===== config.mk =====
export PLATFORM = sky130hd
export DESIGN_NAME = lsu_apb_requester_flat
export DESIGN_NICKNAME = d
export VERILOG_FILES = /design/src/rtl/lsu_pkg.sv /design/src/rtl/lsu_apb_requester_if.sv /design/src/rtl/lsu_apb_requester_lane_align.sv /design/src/rtl/lsu_apb_requester.sv /design/src/flat_wrapper.sv
export SDC_FILE = /design/constraint.sdc
export NUM_CORES = 1
export LEC_CHECK = 0
export CORE_UTILIZATION = 35
export CTS_CLUSTER_DIAMETER = 30
export DETAILED_ROUTE_END_ITERATION = 6
export PLACE_DENSITY = 0.69
export SYNTH_ARGS = -nofsm -noshare
export SYNTH_HDL_FRONTEND = slang
export SYNTH_SLANG_ARGS = --single-unit

===== constraint.sdc =====
create_clock -name clk_i -period 2.3 [get_ports clk_i]
set_input_delay 0.575 -clock clk_i [delete_from_list [all_inputs] [get_ports clk_i]]
set_output_delay 0.575 -clock clk_i [all_outputs]
set_load 0.01 [all_outputs]

===== src/rtl/lsu_pkg.sv =====
// Shared definitions for the MEM-stage load/store unit: funct3 encodings,
// APB requester state encoding and the responder lane-mode select value.
package lsu_pkg;

    localparam logic [2:0] F3_B  = 3'b000;
    localparam logic [2:0] F3_H  = 3'b001;
    localparam logic [2:0] F3_W  = 3'b010;
    localparam logic [2:0] F3_BU = 3'b100;
    localparam logic [2:0] F3_HU = 3'b101;

    // Responder returns the raw 32-bit word; lane handling is done here.
    localparam logic [2:0] SEL_MOD_WORD = 3'b010;

    typedef enum logic [1:0] {
        IDLE,
        SETUP,
        ACCESS
    } apb_state_e;

endpackage


===== src/rtl/lsu_apb_requester_if.sv =====
// APB link between the LSU requester and the data-memory responder.
interface lsu_apb_requester_if #(
    parameter int ADDR_W = 11
);

    logic [ADDR_W-1:0] paddr_o;
    logic              psel_o;
    logic              penable_o;
    logic              pwrite_o;
    logic [31:0]       pwdata_o;
    logic [3:0]        pstrb_o;
    logic [2:0]        sel_mod_o;
    logic [31:0]       prdata_i;
    logic              pready_i;

    modport master (
        output paddr_o, psel_o, penable_o, pwrite_o, pwdata_o, pstrb_o, sel_mod_o,
        input  prdata_i, pready_i
    );

    modport slave (
        input  paddr_o, psel_o, penable_o, pwrite_o, pwdata_o, pstrb_o, sel_mod_o,
        output prdata_i, pready_i
    );

endinterface


===== src/rtl/lsu_apb_requester_lane_align.sv =====
// Combinational lane logic: request legality, store strobes/replicated data,
// and load lane extraction with sign/zero extension.
module lsu_lane_align
    import lsu_pkg::*;
(
    input  logic        req_we,
    input  logic [1:0]  req_addr_lo,
    input  logic        req_addr_oor,
    input  logic [2:0]  req_funct3,
    input  logic [31:0] req_wdata,
    output logic        req_legal,
    output logic [3:0]  wr_strb,
    output logic [31:0] wr_data,
    input  logic [1:0]  rd_addr_lo,
    input  logic [2:0]  rd_funct3,
    input  logic [31:0] rd_word,
    output logic [31:0] rd_data
);

    logic [31:0] rd_lane;

    // NOTE: every output of an always_comb gets a default first so no path
    // leaves it unassigned, which would otherwise infer a latch.
    always_comb begin
        req_legal = !req_addr_oor;
        case (req_funct3)
            F3_B:    ;
            F3_H:    if (req_addr_lo[0]) req_legal = 1'b0;
            F3_W:    if (req_addr_lo != 2'b00) req_legal = 1'b0;
            F3_BU:   if (req_we) req_legal = 1'b0;
            F3_HU:   if (req_we || req_addr_lo[0]) req_legal = 1'b0;
            default: req_legal = 1'b0;
        endcase
    end

    always_comb begin
        wr_strb = 4'b0000;
        wr_data = 32'h0;
        if (req_we) begin
            case (req_funct3)
                F3_B: begin
                    wr_strb = 4'b0001 << req_addr_lo;
                    wr_data = {4{req_wdata[7:0]}};
                end
                F3_H: begin
                    wr_strb = 4'b0011 << {req_addr_lo[1], 1'b0};
                    wr_data = {2{req_wdata[15:0]}};
                end
                F3_W: begin
                    wr_strb = 4'b1111;
                    wr_data = req_wdata;
                end
                default: ;
            endcase
        end
    end

    assign rd_lane = rd_word >> {rd_addr_lo, 3'b000};

    always_comb begin
        rd_data = rd_lane;
        case (rd_funct3)
            F3_B:    rd_data = {{24{rd_lane[7]}}, rd_lane[7:0]};
            F3_H:    rd_data = {{16{rd_lane[15]}}, rd_lane[15:0]};
            F3_BU:   rd_data = {24'h0, rd_lane[7:0]};
            F3_HU:   rd_data = {16'h0, rd_lane[15:0]};
            default: rd_data = rd_lane;
        endcase
    end

endmodule


===== src/rtl/lsu_apb_requester.sv =====
// APB requester for the MEM stage: one load/store per request becomes one
// SETUP+ACCESS transfer; illegal requests are answered without bus traffic.
module lsu_apb_requester
    import lsu_pkg::*;
#(
    parameter int ADDR_W      = 11,
    parameter int TIMEOUT_CYC = 15
) (
    input  logic                clk_i,
    input  logic                rst_ni,
    input  logic                req_valid_i,
    output logic                req_ready_o,
    input  logic                req_we_i,
    input  logic [31:0]         req_addr_i,
    input  logic [31:0]         req_wdata_i,
    input  logic [2:0]          req_funct3_i,
    output logic                rsp_valid_o,
    output logic [31:0]         rsp_rdata_o,
    output logic                rsp_err_o,
    lsu_apb_requester_if.master apb
);

    localparam int               TMO_W    = $clog2(TIMEOUT_CYC + 1);
    localparam logic [TMO_W-1:0] TMO_LAST = TMO_W'(TIMEOUT_CYC - 1);

    apb_state_e        state_q;
    logic              ready_q;
    logic              rsp_valid_q;
    logic [31:0]       rsp_rdata_q;
    logic              rsp_err_q;
    logic [ADDR_W-1:0] paddr_q;
    logic              psel_q;
    logic              penable_q;
    logic              pwrite_q;
    logic [31:0]       pwdata_q;
    logic [3:0]        pstrb_q;
    logic [1:0]        rd_addr_lo_q;
    logic [2:0]        rd_funct3_q;
    logic [TMO_W-1:0]  tmo_cnt_q;

    logic              addr_oor;
    logic              req_legal;
    logic [3:0]        wr_strb;
    logic [31:0]       wr_data;
    logic [31:0]       rd_data;

    assign addr_oor = |req_addr_i[31:ADDR_W];

    lsu_lane_align u_lane_align (
        .req_we       (req_we_i),
        .req_addr_lo  (req_addr_i[1:0]),
        .req_addr_oor (addr_oor),
        .req_funct3   (req_funct3_i),
        .req_wdata    (req_wdata_i),
        .req_legal    (req_legal),
        .wr_strb      (wr_strb),
        .wr_data      (wr_data),
        .rd_addr_lo   (rd_addr_lo_q),
        .rd_funct3    (rd_funct3_q),
        .rd_word      (apb.prdata_i),
        .rd_data      (rd_data)
    );

    // NOTE: reset is synchronous, so rst_ni is sampled only at the clock edge
    // and stays out of the sensitivity list.
    always_ff @(posedge clk_i) begin
        if (!rst_ni) begin
            state_q      <= IDLE;
            ready_q      <= 1'b1;
            rsp_valid_q  <= 1'b0;
            rsp_rdata_q  <= 32'h0;
            rsp_err_q    <= 1'b0;
            paddr_q      <= '0;
            psel_q       <= 1'b0;
            penable_q    <= 1'b0;
            pwrite_q     <= 1'b0;
            pwdata_q     <= 32'h0;
            pstrb_q      <= 4'b0000;
            rd_addr_lo_q <= 2'b00;
            rd_funct3_q  <= 3'b000;
            tmo_cnt_q    <= '0;
        end else begin
            // NOTE: all state updates use <= so every register samples the
            // pre-edge values, regardless of statement order.
            rsp_valid_q <= 1'b0;
            case (state_q)
                IDLE: begin
                    if (req_valid_i) begin
                        if (req_legal) begin
                            state_q      <= SETUP;
                            ready_q      <= 1'b0;
                            psel_q       <= 1'b1;
                            paddr_q      <= {req_addr_i[ADDR_W-1:2], 2'b00};
                            pwrite_q     <= req_we_i;
                            pwdata_q     <= wr_data;
                            pstrb_q      <= wr_strb;
                            rd_addr_lo_q <= req_addr_i[1:0];
                            rd_funct3_q  <= req_funct3_i;
                        end else begin
                            rsp_valid_q <= 1'b1;
                            rsp_err_q   <= 1'b1;
                            rsp_rdata_q <= 32'h0;
                        end
                    end
                end
                SETUP: begin
                    state_q   <= ACCESS;
                    penable_q <= 1'b1;
                    tmo_cnt_q <= '0;
                end
                ACCESS: begin
                    // Completion and timeout abort share the return to an idle bus.
                    if (apb.pready_i || tmo_cnt_q == TMO_LAST) begin
                        state_q     <= IDLE;
                        ready_q     <= 1'b1;
                        psel_q      <= 1'b0;
                        penable_q   <= 1'b0;
                        pwrite_q    <= 1'b0;
                        paddr_q     <= '0;
                        pwdata_q    <= 32'h0;
                        pstrb_q     <= 4'b0000;
                        rsp_valid_q <= 1'b1;
                        rsp_err_q   <= !apb.pready_i;
                        rsp_rdata_q <= (apb.pready_i && !pwrite_q) ? rd_data : 32'h0;
                    end else begin
                        tmo_cnt_q <= tmo_cnt_q + TMO_W'(1);
                    end
                end
                default: state_q <= IDLE;
            endcase
        end
    end

    assign req_ready_o   = ready_q;
    assign rsp_valid_o   = rsp_valid_q;
    assign rsp_rdata_o   = rsp_rdata_q;
    assign rsp_err_o     = rsp_err_q;
    assign apb.paddr_o   = paddr_q;
    assign apb.psel_o    = psel_q;
    assign apb.penable_o = penable_q;
    assign apb.pwrite_o  = pwrite_q;
    assign apb.pwdata_o  = pwdata_q;
    assign apb.pstrb_o   = pstrb_q;
    assign apb.sel_mod_o = SEL_MOD_WORD;

endmodule


===== src/flat_wrapper.sv =====
// flat-port wrapper written by rule: the top's interface ports become plain ports
module lsu_apb_requester_flat import lsu_pkg::*;
#(
    parameter int ADDR_W      = 11,
    parameter int TIMEOUT_CYC = 15
)
  (clk_i, rst_ni, req_valid_i, req_ready_o, req_we_i, req_addr_i, req_wdata_i, req_funct3_i, rsp_valid_o, rsp_rdata_o, rsp_err_o, apb_paddr_o, apb_psel_o, apb_penable_o, apb_pwrite_o, apb_pwdata_o, apb_pstrb_o, apb_sel_mod_o, apb_prdata_i, apb_pready_i);
  lsu_apb_requester_if #(.ADDR_W(ADDR_W)) apb_i ();
  input  logic clk_i;
  input  logic rst_ni;
  input  logic req_valid_i;
  output logic req_ready_o;
  input  logic req_we_i;
  input  logic [31:0] req_addr_i;
  input  logic [31:0] req_wdata_i;
  input  logic [2:0] req_funct3_i;
  output logic rsp_valid_o;
  output logic [31:0] rsp_rdata_o;
  output logic rsp_err_o;
  output wire logic [$bits(apb_i.paddr_o)-1:0] apb_paddr_o;
  output wire logic [$bits(apb_i.psel_o)-1:0] apb_psel_o;
  output wire logic [$bits(apb_i.penable_o)-1:0] apb_penable_o;
  output wire logic [$bits(apb_i.pwrite_o)-1:0] apb_pwrite_o;
  output wire logic [$bits(apb_i.pwdata_o)-1:0] apb_pwdata_o;
  output wire logic [$bits(apb_i.pstrb_o)-1:0] apb_pstrb_o;
  output wire logic [$bits(apb_i.sel_mod_o)-1:0] apb_sel_mod_o;
  input wire logic [$bits(apb_i.prdata_i)-1:0] apb_prdata_i;
  input wire logic [$bits(apb_i.pready_i)-1:0] apb_pready_i;
  assign apb_paddr_o = apb_i.paddr_o;
  assign apb_psel_o = apb_i.psel_o;
  assign apb_penable_o = apb_i.penable_o;
  assign apb_pwrite_o = apb_i.pwrite_o;
  assign apb_pwdata_o = apb_i.pwdata_o;
  assign apb_pstrb_o = apb_i.pstrb_o;
  assign apb_sel_mod_o = apb_i.sel_mod_o;
  assign apb_i.prdata_i = apb_prdata_i;
  assign apb_i.pready_i = apb_pready_i;
  lsu_apb_requester #(.ADDR_W(ADDR_W), .TIMEOUT_CYC(TIMEOUT_CYC)) u_core (.clk_i(clk_i), .rst_ni(rst_ni), .req_valid_i(req_valid_i), .req_ready_o(req_ready_o), .req_we_i(req_we_i), .req_addr_i(req_addr_i), .req_wdata_i(req_wdata_i), .req_funct3_i(req_funct3_i), .rsp_valid_o(rsp_valid_o), .rsp_rdata_o(rsp_rdata_o), .rsp_err_o(rsp_err_o), .apb(apb_i));
endmodule

==> results.yml <==
run_status:
  outcome: "complete, but fails checks"
  violations: "DRC"
final_layout:
  antenna_cells: 0
  syn_to_final_growth_pct: 64.0
  mostFrequentLayoutCells: "174 x clkdlybuf4s50_1, 94 x dfxtp_1, 51 x a22o_1"
  drive_gt1_frac: 0.136
  final_common_cell: "clkdlybuf4s50_1"
  nNetsFinal: 742
min_path:
  hold_path_depth: 1
  hold-path-endpoint: "u_core.rsp_rdata_o[17]"
  hp-start: "u_core.rsp_rdata_o[17]"
  hold_class: "register to register"
clock_network:
  cts_buffers: 9
  hold_buffers: 0
  cts_root_buf: "clkbuf_16"
  clk_pin_slew_ns: 0.06
  clk_latency_ns: 0.34
  clk_path_buf_depth: 2
  cts_tree: "built"
  htree_levels: 3
  cts.sinks: 94
sta:
  slew_viol_final: 0
  setup_slack_ns: 0.0562
  max_freq_mhz: 446
  tightest_slew_ns: 0.660
  setup_viol: 0
  min_period_ns: 2.24
  slew_headroom: 0.559
  fin_worst_skew_ns: 0.00864
  finalCritPeriodShare: 0.976
  final_hold_viol_count: 0
placement:
  hpwl_um: 9830
  port-buffer-count: 186
  gp_congestion: 0.860
  pre_cts_ws_ns: -0.337
grt:
  overflow: 0
  grt_usage: 0.212
  grt_pass1_vias: 4195
  antenna_found_initial: 0
  grt_max_degree: 33
  grt_first_pass_wirelength_um: 21200
synthesis:
  async_flop_share: 0
  syn_avg_cell_area_um2: 9.84
  synthCells: 429
  synth-seq-cells: 94
  synth.distinct_cells: 51
  syn-cell-area_um2: 4220
  ys.warnings.count: 0
  synth-edff-count: 0
  synthFlopType: "dfxtp_1"
  yosysSeqAreaShare: 0.446
detailed_routing:
  finalWirelength_um: 13700
  num_vias: 4224
  drt_iter0_markers: 275
  vias_per_cell: 5.39
  wire_per_inst_um: 17.5
  drt_pre_antenna_iters: 7
  detail-route-antenna-nets: 0
  drc: 17
die:
  die_h_um: 112
  coreArea_um2: 11600
  die_area_um2: 12500
  start_util: 0.365
  num_rows: 39
  die_w_um: 112
  ioPinCount: 192
power_and_ir_drop:
  p_total_w: 0.00345
  power_density_nw_per_um2: 498
  irDropWorstVdd_v: 0.000292
  p_leak_nw: 2.73
critical_path:
  path_delay_family: "simple AND/OR/NAND/NOR gates"
  worstRegToRegCells: 7
  path_buf_inv: 2
  r2r-start: "u_core.tmo_cnt_q[1]"
  cp-start-kind: "input port"
  critPathArrivalTime_ns: 2.53
  slowest_delay_ns: 0.42
  crit_chain: "clkdlybuf4s50_1 -> nor4_2 -> nand2_2 -> nor4_4 -> and4b_2 -> clkbuf_16 -> a22o_1"
  crit_fanout: 6
  crit_type: "input port to register"
  r2r-end: "u_core.rsp_rdata_o[27]"
  crit_slowest_cell: "clkdlybuf4s50_1"
  cp.required_ns: 2.58
  end_kind: "register"
  r2r_slack_ns: 0.21
flow_run:
  cap_violations: 0
worst max path at each step:
stage,end,cells past startpoint,slack [ns],from
floorplan,u_core.apb.pwdata_o[10],6,0.15,req_addr_i[26]
global placement,u_core.apb.pwdata_o[2],8,-0.26,req_addr_i[12]
detailed placement,u_core.rsp_rdata_o[25],7,-0.34,req_addr_i[26]
CTS,u_core.rsp_rdata_o[31],7,0.007,req_addr_i[26]
global route,u_core.apb.pwdata_o[4],8,-0.04,req_addr_i[12]
finish,u_core.apb.pwdata_o[31],7,0.06,req_addr_i[13]
sequential cells by signal, indices dropped and copies added, names as in the netlist:
register and count:
u_core.apb.pwrite_o 1, u_core.req_ready_o 1, u_core.apb.psel_o 1, u_core.rsp_err_o 1
u_core.apb.pwdata_o 32, u_core.rd_addr_lo_q 2, u_core.tmo_cnt_q 4, u_core.rd_funct3_q 3
u_core.rsp_valid_o 1, u_core.rsp_rdata_o 32, u_core.apb.penable_o 1, u_core.apb.pstrb_o 4
u_core.apb.paddr_o 9, u_core.state_q 2
power breakdown:
group	total, W	switching (W)	internal [W]
logic	0.000428	0.000184	0.000244
clock network	0.00139	0.000604	0.000786
registers	0.00163	0.000000843	0.00163
stage by stage:
| step | area (um^2) | util | hold slack [ns] | std cells | TNS (ns) |
|---|---|---|---|---|---|
| finish | 6920 | 0.599 | 0.458 | 783 | 0 |
| global route | 6920 | 0.599 | 0.497 | 783 | -0.451 |
| CTS | 6680 | 0.578 | 0.462 | 773 | 0 |
| detailed placement | 6410 | 0.554 | 0.448 | 758 | -25.14 |
| global placement | 6410 | 0.554 | 0.445 | 758 | -20.45 |
| floorplan | 4230 | - | 0.463 | 432 | 0 |
layout make-up:
| cell class | instances | area, um^2 |
|---|---|---|
| clock buffers | 14 | 264 |
| well taps | 143 | 179 |
| clock inverters | 1 | 5.00 |
| repair buffers | 230 | 2390 |
| inverters | 4 | 15.0 |
| fillers | 977 | 4640 |
| flip-flops and latches | 94 | 1880 |
| multi-input cells | 297 | 2190 |
routing by layer:
| layer | GRT usage | wire (um) | vias to the layer above |
|---|---|---|---|
| li1 | - | - | 2011 |
| met2 | 0.349 | 6300 | 202 |
| met5 | 0 | 0 | - |
| met3 | 0.0615 | 1110 | 16 |
| met4 | 0.0649 | 203 | 0 |
| met1 | 0.268 | 6120 | 1995 |
what timing repair did:
action / 4_1_cts / 5_1_grt
setup endpoints to repair: 0 / 83
setup buffers: 0 / 6
resized for setup: 0 / 25
synth_stat cells (8+ instances only):
| cell type | number | area share |
|---|---|---|
| a221o_1 | 8 | 0.019 |
| o21ai_0 | 28 | 0.033 |
| dfxtp_1 | 94 | 0.45 |
| buf_2 | 12 | 0.014 |
| o2bb2ai_2 | 9 | 0.032 |
| nand2_1 | 14 | 0.012 |
| nor2_1 | 36 | 0.032 |
| mux2i_1 | 24 | 0.057 |
| a22o_1 | 51 | 0.11 |
| a211o_1 | 8 | 0.017 |
| a21oi_1 | 44 | 0.052 |
| nor2b_1 | 19 | 0.028 |
| clkbuf_1 | 10 | 0.0089 |
kinds of logic after synthesis:
group	synth area share
other	0.00178
adder cells (fa/ha/maj)	0.00593
AO/OA/AOI/OAI	0.296
multiplexers	0.0596
AND/OR/NAND/NOR	0.133
buffers and inverters	0.0542
flip-flops	0.446
XOR/XNOR	0.00415
(Power assumes the default switching activity.)
